File: config.mk
export PLATFORM = sky130hd
export DESIGN_NAME = pipe_hazard_ctrl
export DESIGN_NICKNAME = d
export VERILOG_FILES = /design/src/rtl/pipe_hazard_ctrl.sv
export SDC_FILE = /design/constraint.sdc
export NUM_CORES = 1
export LEC_CHECK = 0
export BUFFER_PORTS_ARGS = -buffer_cell sky130_fd_sc_hd__buf_2
export CELL_PAD_IN_SITES_DETAIL_PLACEMENT = 1
export CELL_PAD_IN_SITES_GLOBAL_PLACEMENT = 1
export CORE_MARGIN = 5
export CORE_UTILIZATION = 40
export CTS_CLUSTER_DIAMETER = 80
export DETAILED_ROUTE_END_ITERATION = 8
export GPL_ROUTABILITY_DRIVEN = 0
export GPL_TIMING_DRIVEN = 0
export HOLD_SLACK_MARGIN = 0.02
export PLACE_DENSITY = 0.89
export SLEW_MARGIN = 5
export SYNTH_ARGS = -nofsm -noshare
export SYNTH_HDL_FRONTEND = slang
export SYNTH_SLANG_ARGS = --single-unit
File: constraint.sdc
create_clock -name clk -period 2.6 [get_ports clk]
set_clock_uncertainty 0.1 [all_clocks]
set_input_delay 0.52 -clock clk [delete_from_list [all_inputs] [get_ports clk]]
set_output_delay 0.52 -clock clk [all_outputs]
set_load 0.005 [all_outputs]
File: src/rtl/pipe_hazard_ctrl.sv
// Hazard controller for the in-order RV32I pipeline. It tracks in-flight writers
// in a shifting scoreboard and drives stall, flush and operand-forwarding selects.
module pipe_hazard_ctrl #(
  parameter int DEPTH      = 3,
  parameter int RADDR_W    = 5,
  parameter int LOAD_AVAIL = 2,
  parameter int CNT_W      = 32,
  parameter int SEL_W      = $clog2(DEPTH + 1)
) (
  input  logic               clk,
  input  logic               rst,
  input  logic               dec_valid,
  input  logic [RADDR_W-1:0] dec_rs1,
  input  logic [RADDR_W-1:0] dec_rs2,
  input  logic               dec_use_rs1,
  input  logic               dec_use_rs2,
  input  logic [RADDR_W-1:0] dec_rd,
  input  logic               dec_wen,
  input  logic               dec_is_load,
  input  logic               redirect,
  output logic               stall,
  output logic               flush_fd,
  output logic               flush_de,
  output logic               issue,
  output logic [SEL_W-1:0]   fwd_a,
  output logic [SEL_W-1:0]   fwd_b,
  output logic [CNT_W-1:0]   stall_cnt,
  output logic [CNT_W-1:0]   flush_cnt
);

  logic [DEPTH:1]     v_q, v_d;
  logic [DEPTH:1]     wen_q, wen_d;
  logic [DEPTH:1]     ld_q, ld_d;
  logic [RADDR_W-1:0] rd_q [1:DEPTH];
  logic [RADDR_W-1:0] rd_d [1:DEPTH];
  logic [CNT_W-1:0]   stall_cnt_q, stall_cnt_d;
  logic [CNT_W-1:0]   flush_cnt_q, flush_cnt_d;

  logic [SEL_W-1:0]   sel_a, sel_b;
  logic               ld_a, ld_b;
  logic               load_hz;

  // Walk from the oldest slot to the youngest so the youngest match overrides.
  always_comb begin
    sel_a = '0;
    sel_b = '0;
    ld_a  = 1'b0;
    ld_b  = 1'b0;
    for (int k = DEPTH; k >= 1; k--) begin
      if (v_q[k] && wen_q[k] && (rd_q[k] == dec_rs1) && (dec_rs1 != '0)) begin
        sel_a = SEL_W'(k);
        ld_a  = ld_q[k];
      end
      if (v_q[k] && wen_q[k] && (rd_q[k] == dec_rs2) && (dec_rs2 != '0)) begin
        sel_b = SEL_W'(k);
        ld_b  = ld_q[k];
      end
    end
  end

  // ld_a/ld_b are only ever set alongside a nonzero select.
  assign load_hz = dec_valid &
                   ((dec_use_rs1 & ld_a & (sel_a < SEL_W'(LOAD_AVAIL))) |
                    (dec_use_rs2 & ld_b & (sel_b < SEL_W'(LOAD_AVAIL))));

  always_comb begin
    stall    = 1'b0;
    flush_fd = 1'b0;
    flush_de = 1'b0;
    issue    = 1'b0;
    fwd_a    = dec_use_rs1 ? sel_a : '0;
    fwd_b    = dec_use_rs2 ? sel_b : '0;
    if (rst) begin
      flush_fd = 1'b1;
      flush_de = 1'b1;
      fwd_a    = '0;
      fwd_b    = '0;
    end else if (redirect) begin
      flush_fd = 1'b1;
      flush_de = 1'b1;
    end else if (load_hz) begin
      stall    = 1'b1;
      flush_de = 1'b1;
    end else begin
      issue    = dec_valid;
    end
  end

  // A non-issuing cycle drops a bubble into slot 1; the oldest entry falls off.
  always_comb begin
    v_d     = v_q;
    wen_d   = wen_q;
    ld_d    = ld_q;
    rd_d    = rd_q;
    v_d[1]   = issue;
    wen_d[1] = dec_wen;
    ld_d[1]  = dec_is_load;
    rd_d[1]  = dec_rd;
    for (int k = 2; k <= DEPTH; k++) begin
      v_d[k]   = v_q[k-1];
      wen_d[k] = wen_q[k-1];
      ld_d[k]  = ld_q[k-1];
      rd_d[k]  = rd_q[k-1];
    end
  end

  always_comb begin
    stall_cnt_d = stall_cnt_q;
    flush_cnt_d = flush_cnt_q;
    if (stall && (stall_cnt_q != '1)) stall_cnt_d = stall_cnt_q + CNT_W'(1);
    if (redirect && (flush_cnt_q != '1)) flush_cnt_d = flush_cnt_q + CNT_W'(1);
  end

  always_ff @(posedge clk) begin
    if (rst) begin
      v_q         <= '0;
      stall_cnt_q <= '0;
      flush_cnt_q <= '0;
    end else begin
      v_q         <= v_d;
      stall_cnt_q <= stall_cnt_d;
      flush_cnt_q <= flush_cnt_d;
    end
  end

  // Payload fields are qualified by v, so they need no reset.
  always_ff @(posedge clk) begin
    wen_q <= wen_d;
    ld_q  <= ld_d;
    rd_q  <= rd_d;
  end

  assign stall_cnt = stall_cnt_q;
  assign flush_cnt = flush_cnt_q;

endmodule

==> After elaboration in Yosys (flattened, before gate mapping) <==
Cells that the tools add are included.
{ "word_totals": {"latch_bits": 0, "mem_bits_rw": 0, "regBits": 88, "output_inout_bits": 72, "n_memories": 0, "word_cells": 71, "rom_bits": 0} }
{ "op_classes": {"n_shift": 0, "n_mux": 26, "n_reduce_logical": 19, "n_addsub": 2, "n_bitwise": 6, "n_eq_ne": 8, "div": 0, "multipliers": 0, "order_cmp": 2} }
{ "ops": {"columns": ["cell", "n"], "rows": [
  ["32-bit by 1-bit adder with 32-bit output, second input constant", 2],
  ["32-bit != test, second input constant", 2],
  ["5-bit == test", 6],
  ["2-bit two-way mux", 10],
  ["1-bit logical AND", 17],
  ["1-bit two-way mux", 16],
  ["5-bit nonzero test", 2],
  ["1-bit bitwise AND", 5],
  ["2-bit less-than comparator, second input constant", 2],
  ["1-bit bitwise OR", 1]
]} }

==> Depth between registers and ports, before layout <==
Gate-level depths: netlist of run 1.
{ "logic_depth": {"ltp_word": 14, "mapped_depth": 8, "mapped_depth_nobuf": 7} }

==> Least setup slack after synthesis of run 1 <==
No wires, ideal clock.
{ "synth_timing": {"path_type": "input -> output", "start": "in dec_rs1[1]", "end": "out issue", "t_arrival_ps": 1752, "stages": 5, "slack_ps": 228, "path_buffers": 0, "path_cell_list": "nor4_1 o21a_1 nor2_1 a22o_1 a211oi_1"} }
{ "synth_between": {"elab_chain_cells": 13} }
{ "synth_lines": {"columns": ["element", "line", "text"], "rows": [
  ["from (decl)", "13", "input logic [RADDR_W-1:0] dec_rs1,"],
  ["5-bit == test", "50", "if (v_q[k] && wen_q[k] && (rd_q[k] == dec_rs1) && (dec_rs1 != '0)) begin"],
  ["1-bit logical AND (2 in series)", "50", null],
  ["2-bit two-way mux or 1-bit two-way mux (tied branches) (3 in series)", "50", null],
  ["2-bit less-than comparator or 1-bit bitwise AND (tied branches)", "63", "((dec_use_rs1 & ld_a & (sel_a < SEL_W'(LOAD_AVAIL))) |"],
  ["1-bit bitwise AND *", "63", null],
  ["1-bit bitwise OR *", "63", null],
  ["1-bit bitwise AND *", "62", "assign load_hz = dec_valid &"],
  ["1-bit two-way mux *", "81", "end else if (load_hz) begin"],
  ["1-bit two-way mux *", "78", "end else if (redirect) begin"],
  ["1-bit two-way mux *", "73", "if (rst) begin"],
  ["to (decl)", "24", "output logic issue,"]
]} }
Every way passes the cells marked *; elsewhere a longest branch is shown, timed or not.

==> Final worst setup path of run 1 <==
{ "layout_timing": {"start": "in dec_rs1[3]", "end": "out issue"} }
The elaborated chain is that of the path after synthesis.

==> results of run 1 <==
[critical path: cells and delay by family]
family	cells	cell delay (ps)
simple gates	2	410
buf+inv	2	320
compound gates	3	790
[logic make-up after synthesis]
| logic type | count (synthesis) | share of synthesized area [%] |
|---|---|---|
| fa+ha+maj | 2 | 0.595 |
| compound gates | 83 | 13.2 |
| simple gates | 219 | 28.6 |
| mux | 7 | 1.81 |
| flops | 86 | 40.9 |
| buf+inv | 27 | 2.62 |
| xor+xnor | 59 | 12.3 |
[Yosys cell counts (5+ instances only)]
cell	number
a2111oi_0	8
a211oi_1	5
a21oi_1	27
and2_1	5
and3_1	15
and4_1	10
clkbuf_1	13
dfxtp_1	86
inv_1	10
mux2_1	5
nand2_1	28
nand2b_1	5
nand3_1	24
nand4_1	18
nor2_1	55
nor2b_1	10
nor3_1	9
nor4_1	5
o21ai_0	11
o21ai_1	6
or3_1	16
or4_1	5
xnor2_1	41
xor2_1	18
[power by group]
| part | internal (uW) | switching [uW] |
|---|---|---|
| Combinational | 66.1 | 94.1 |
| Sequential | 1340 | 21.3 |
| Clock | 496 | 480 |
[cell type report]
type                    instances  area [sq um]  area share (%)
plain buffers                  17          72.6            1.38
clock buffers                  13           159            3.03
clock inverters                 3          42.5           0.811
inverters                      10          37.5           0.715
multi-input cells             370          2520            48.0
flip-flops and latches         86          1730            33.0
well taps                     136           170            3.24
repair buffers                 98           514            9.80
[sequential cells by signal (all words and copies together), names as in the netlist]
| signal | cells |
|---|---|
| ld_q | 1 |
| flush_cnt | 32 |
| rd_d | 10 |
| v_q | 3 |
| rd_q | 5 |
| wen_q | 3 |
| stall_cnt | 32 |
[layer usage]
| metal | track usage (%) | routed length, um |
|---|---|---|
| met4 | 7.21 | 269 |
| met5 | 0 | 0 |
| met1 | 23.1 | 5350 |
| met2 | 36.5 | 6790 |
| met3 | 4.53 | 656 |
[how the worst min path moves through the flow]
| stage | slack [ps] | startpoint | end |
|---|---|---|---|
| 2_1_floorplan | 220 | wen_q[1]$_DFF_P_ | wen_q[2]$_DFF_P_ |
| 3_3_place_gp | 230 | wen_q[2]$_DFF_P_ | wen_q[3]$_DFF_P_ |
| 3_5_place_dp | 250 | wen_q[2]$_DFF_P_ | wen_q[3]$_DFF_P_ |
| 4_1_cts | 140 | dec_rd[3] | rd_d[8]$_DFF_P_ |
| 5_1_grt | 140 | dec_rd[1] | rd_d[6]$_DFF_P_ |
| 6_report | 150 | dec_rd[3] | rd_d[8]$_DFF_P_ |
[what timing repair did]
action	CTS	global route
pin swaps	3	8
resized for setup	12	36
setup buffers	0	4
endpoints found under the setup margin	8	23
[through the flow]
step / hold slack [ps] / cells
CTS: 137 / 729
detailed placement: 247 / 713
finish: 153 / 733
global placement: 234 / 713
floorplan: 223 / 483
global route: 139 / 733
==> impl_results.md, run 1 <==
* Total global-route track usage at between 20 and 25%
* Core ar. at 10300 sq um
* # rows at 37
* Synth Register Bits at 86
* Total grt overflow at 0
* Final hold vios at 0
* Max FO, Critical Path at 4
* H-tree depth at 3
* Initial DRC Count at 152
* Power Dens Cells at 476 nW/um^2
* Most common cell after layout, fill and taps aside: buf_2
* Leakage at around 0.002 uW
* Class of the worst hold path: in -> reg
* Worst Setup EP: issue
* Min-Delay Path Depth at 1
* Final #Nets at slightly above 600
* Setup CP Type: in -> out
* Clock sink total at between 80 and 90
* Worst setup margin at -60.5 ps
* CP max stage delay at around 340 ps
* Number of global-route vias before repair at roughly 4300
* Most used DFF post-synth: dfxtp_1
* Failing checks: negative setup slack
* EDFF count, synth at 0
* Commonest cells after routing, fill and taps aside: buf_2 (91), dfxtp_1 (78), nor2_1 (54), xnor2_1 (39), nand2_1 (28)
* Crit-path slowest cell: nor4_4
* CTS tree: yes
* Final Cycle Share at 102%
* First-pass GRT wire length at 21100 um
* Cell area after layout at 5250 sq um
* Total negative slack at -93.9 ps
* Avg Cell Area, Syn at a little under 9 sq um
* Final design utilization at between 50% and 60%
* Placed cell area at a little under 5000 sq um
* Post-Syn Area at 4210 sq um
* WP data arrival at 2040 ps
* DRC errors left at 0
* CTS Buf Count at 9
* Reg2reg path depth at 7
* Slew @ Worst Pin at 799 ps
* Largest cells by area after synthesis: dfxtp_1 (41%), xnor2_1 (8.5%), nor2_1 (4.9%)
* Starting Density at roughly two fifths
* Antenna Cells at 0
* Reg2reg end: stall_cnt[15]$_SDFFE_PP0P_
* Crit-path cells: buf_4, nor4_4, o21a_1, nor2_4, a22o_1, a211oi_2, buf_2
* Area Overhead vs Synth at 24.8%
* Die area at 12700 sq um
* Clock slew at reported path FFs at 80 ps
* DIE HEIGHT at between 100 and 150 um
* Pin count of the biggest net entering global routing at 14
* Via density at around 5.6
* # port buffers at 94
* Synth Net Count at 508
* Status: finished with violations
* Post-synthesis cell type count at between 50 and 60
* Routed len/inst at 17.8 um
* # hold bufs at CTS at 0
* Period minus WS final at 2660 ps
* Synth Instances at slightly below 500
* Tot Pwr at between 2000 and 2500 uW
* Worst R2R Start: rd_d[8]$_DFF_P_
* Area leader, netlist: dfxtp_1
* Post-synth ARST share at 0%
* Setup Viol. Count Final at 2
* Achievable frequency at 376 MHz
* RSZ-0062 raised after global routing: true
* I/O pins at 95
* VDD IR max at 228 uV
* Initial antenna violation count at 0
* Via count at about 4100
* Max-Cap Viols at 0
* CP startpoint: dec_rs1[3]
* Maximum clock path buffer count at 2
* Layout cells sized above 1 at about a quarter
* Die width at about 110 um
* Final wirelength at between 10000 and 15000 um
* DR pass1 iterations at 4
* Post-synthesis sequential area ratio at between 40% and 50%
* Max transition margin at a little under half
* CP Launch Type: input port
* Root buffer cell: clkbuf_8
* Pre-CTS setup slack at -387 ps
* Pins over their slew limit at 0
* Clk Latency, worst-skew pair at approximately 370 ps
* ANT nets after route at 0
* Worst EP required at a little under 2000 ps
* Crit. End Element: primary output
* Post-DP HPWL at 9390 um
* Fillers at 1275
* Synth warn at 0
* Yosys top cell area share at between 40% and 50%
* Reg-to-reg slack, setup at roughly 90 ps
Power figures use the tool's default switching activity.
==> run 2, diff against run 1 <==
--- a/config.mk
+++ b/config.mk
@@ -10,3 +10,3 @@
 export CELL_PAD_IN_SITES_GLOBAL_PLACEMENT = 1
-export CORE_MARGIN = 5
+export CORE_MARGIN = 2
 export CORE_UTILIZATION = 40
==> constraint.sdc (replaced) <==
create_clock -name clk -period 2.6 [get_ports clk]
set_clock_uncertainty 0.1 [all_clocks]
set_input_delay 0.26 -clock clk [delete_from_list [all_inputs] [get_ports clk]]
set_output_delay 0.26 -clock clk [all_outputs]
set_load 0.005 [all_outputs]
==> run 2 against run 1 <==
Against the previous run: the run now ends clean; sequential power barely moved; largest cell class unchanged; register-to-register slack got worse by 50 ps; clock-buffer cell count decreased by 1.
==> impl_results.md, run 2 (same netlist as run 1, synthesis figures left out) <==
* Clk Latency, worst-skew pair at ~360 ps
* Setup Viol. Count Final at 0
* Post-DP HPWL at 9340 um
* First-pass GRT wire length at 21200 um
* Initial DRC Count at ~180
* CP max stage delay at about 500 ps
* Area Overhead vs Synth at 24.1%
* Routed len/inst at approximately 18 um
* Layout cells sized above 1 at 22.8%
* Worst EP required at 2740 ps
* Antenna Cells at 0
* Final #Nets at slightly above 600
* # port buffers at 94
* CP Launch Type: register
* Maximum clock path buffer count at 2
* VDD IR max at between 150 and 200 uV
* CP top delay family: compound AO/OA/AOI/OAI gates
* Critical path depth at 8
* RSZ-0062 raised after global routing: true
* Max transition margin at between 40% and 50%
* Setup CP Type: reg -> reg
* Starting Density at 40.9%
* Post-Route M1 WL at about 5400 um
* Placed cells at 713
* Metal2 WL at between 6000 and 7000 um
* Die area at between 10000 and 15000 sq um
* Leakage at roughly 0.002 uW
* Final Cycle Share at 98.5%
* Most common cell after layout, fill and taps aside: buf_2
* CTS tree: yes
* Via density at 5.54
* Number of global-route vias before repair at about 4300
* Achievable frequency at around 390 MHz
* Non-Filler Instances at approximately 740
* H-tree depth at 3
* Reg-to-reg slack, setup at ~38 ps
* DRC errors left at 0
* Status: finished clean
* Post-CTS setup repair buffer count at 0
* Crit-path slowest cell: a2111oi_0
* Commonest cells after routing, fill and taps aside: buf_2 (95), dfxtp_1 (81), nor2_1 (55), xnor2_1 (41), nand2_1 (28)
* Total negative slack at 0 ps
* Via count at slightly above 4000
* CP startpoint: stall_cnt[0]$_SDFFE_PP0P_
* WP data arrival at approximately 2700 ps
* Slew @ Worst Pin at ~750 ps
* Total global-route track usage at 23.4%
* Final design utilization at roughly half
* Pin count of the biggest net entering global routing at 14
* Final wirelength at 13100 um
* Period minus WS final at roughly 2600 ps
* Met3 wire length at about 650 um
* Class of the worst hold path: in -> reg
* DR pass1 iterations at 4
* Crit. End Element: register
* Total grt overflow at 0
* Max FO, Critical Path at 8
* Final hold vios at 0
* DIE HEIGHT at 107 um
* # rows at 37
* Reg2reg end: stall_cnt[23]$_SDFFE_PP0P_
* Pins over their slew limit at 0
* Clock slew at reported path FFs at about 90 ps
* Power Dens Cells at 490 nW/um^2
* Crit-path cells: ha_1, and2_1, and3_1, clkbuf_1, a211o_4, a2111oi_0, xnor2_1, nor2_1
* Root buffer cell: clkbuf_8
* Initial antenna violation count at 0
* I/O pins at between 90 and 100
* CTS Buf Count at 9
* Reg2reg path depth at 8
* Crit path buffers/inverters at 1
* Clock sink total at 86
* Core ar. at 10300 sq um
* Max-Cap Viols at 0
* Worst R2R Start: stall_cnt[0]$_SDFFE_PP0P_
* DR top layer: met4
* ANT nets after route at 0
* Worst Setup EP: stall_cnt[23]$_SDFFE_PP0P_
* Die width at 107 um
-- run 2: cell types whose count changed in the layout (fill, tap and decap cells not counted), moves of 3 or more --
cell | before | now
a2111oi_2 | 6 | 2
dfxtp_2 | 8 | 5
dlygate4sd3_1 | 0 | 7
buf_2 | 91 | 95
buf_4 | 6 | 0
dfxtp_1 | 78 | 81
-- run 2: cell type report --
class	count	area, sq um
multi-input cells	370	2450
inverters	10	37.5
flip-flops and latches	86	1730
clock buffers	12	145
repair buffers	101	541
plain buffers	17	72.6
well taps	136	170
fillers	1292	5060
clock inverters	4	70.1
-- run 2: layer usage --
layer,GRT usage [%],vias to the layer above
met5,0,-
met4,10.3,0
met3,3.86,20
met2,41.2,102
met1,27.9,1992
li1,-,1963
-- run 2: worst min path at each step --
stage                     startpoint                end  slack (ps)  cells past startpoint
floorplan                dec_is_load    ld_q[1]$_DFF_P_         190                      0
global placement    wen_q[2]$_DFF_P_   wen_q[3]$_DFF_P_         240                      0
detailed placement  wen_q[2]$_DFF_P_   wen_q[3]$_DFF_P_         250                      0
CTS                        dec_valid  v_q[1]$_SDFF_PP0_         100                      3
global route               dec_valid  v_q[1]$_SDFF_PP0_         130                      3
finish                     dec_valid  v_q[1]$_SDFF_PP0_         150                      3
-- run 2: repair_timing --
item / CTS / global route
gates resized for setup: 6 / 19
endpoints found under the setup margin: 7 / 20
hold endpoints to repair: 7 / 0
hold buffers: 7 / 0
-- run 2: power by group --
group	total (uW)	internal, uW	switching (uW)	leakage [uW]
Combinational	157	65.7	91.2	0.00125
Sequential	1360	1340	21.7	0.000703
Clock	1040	566	476	0.000110
-- run 2: metrics by stage --
stage          total power (uW)  area [sq um]  hold WS (ps)  setup WS [ps]
3_5_place_dp               1530          4850           247          -10.8
3_3_place_gp               1520          4850           236           79.7
6_report                   2560          5220           153           38.2
2_1_floorplan              1460          4210           188            334
4_1_cts                    2580          5160           103           28.2
5_1_grt                    2650          5220           131           -107
-- run 2: worst reg2reg max path, cell delays in order, from the launching register on --
cell       delay, ps
dfxtp_1          360
ha_1             260
and2_1           210
and3_1           190
clkbuf_1         190
a211o_4          430
a2111oi_0        490
xnor2_1          170
nor2_1            50
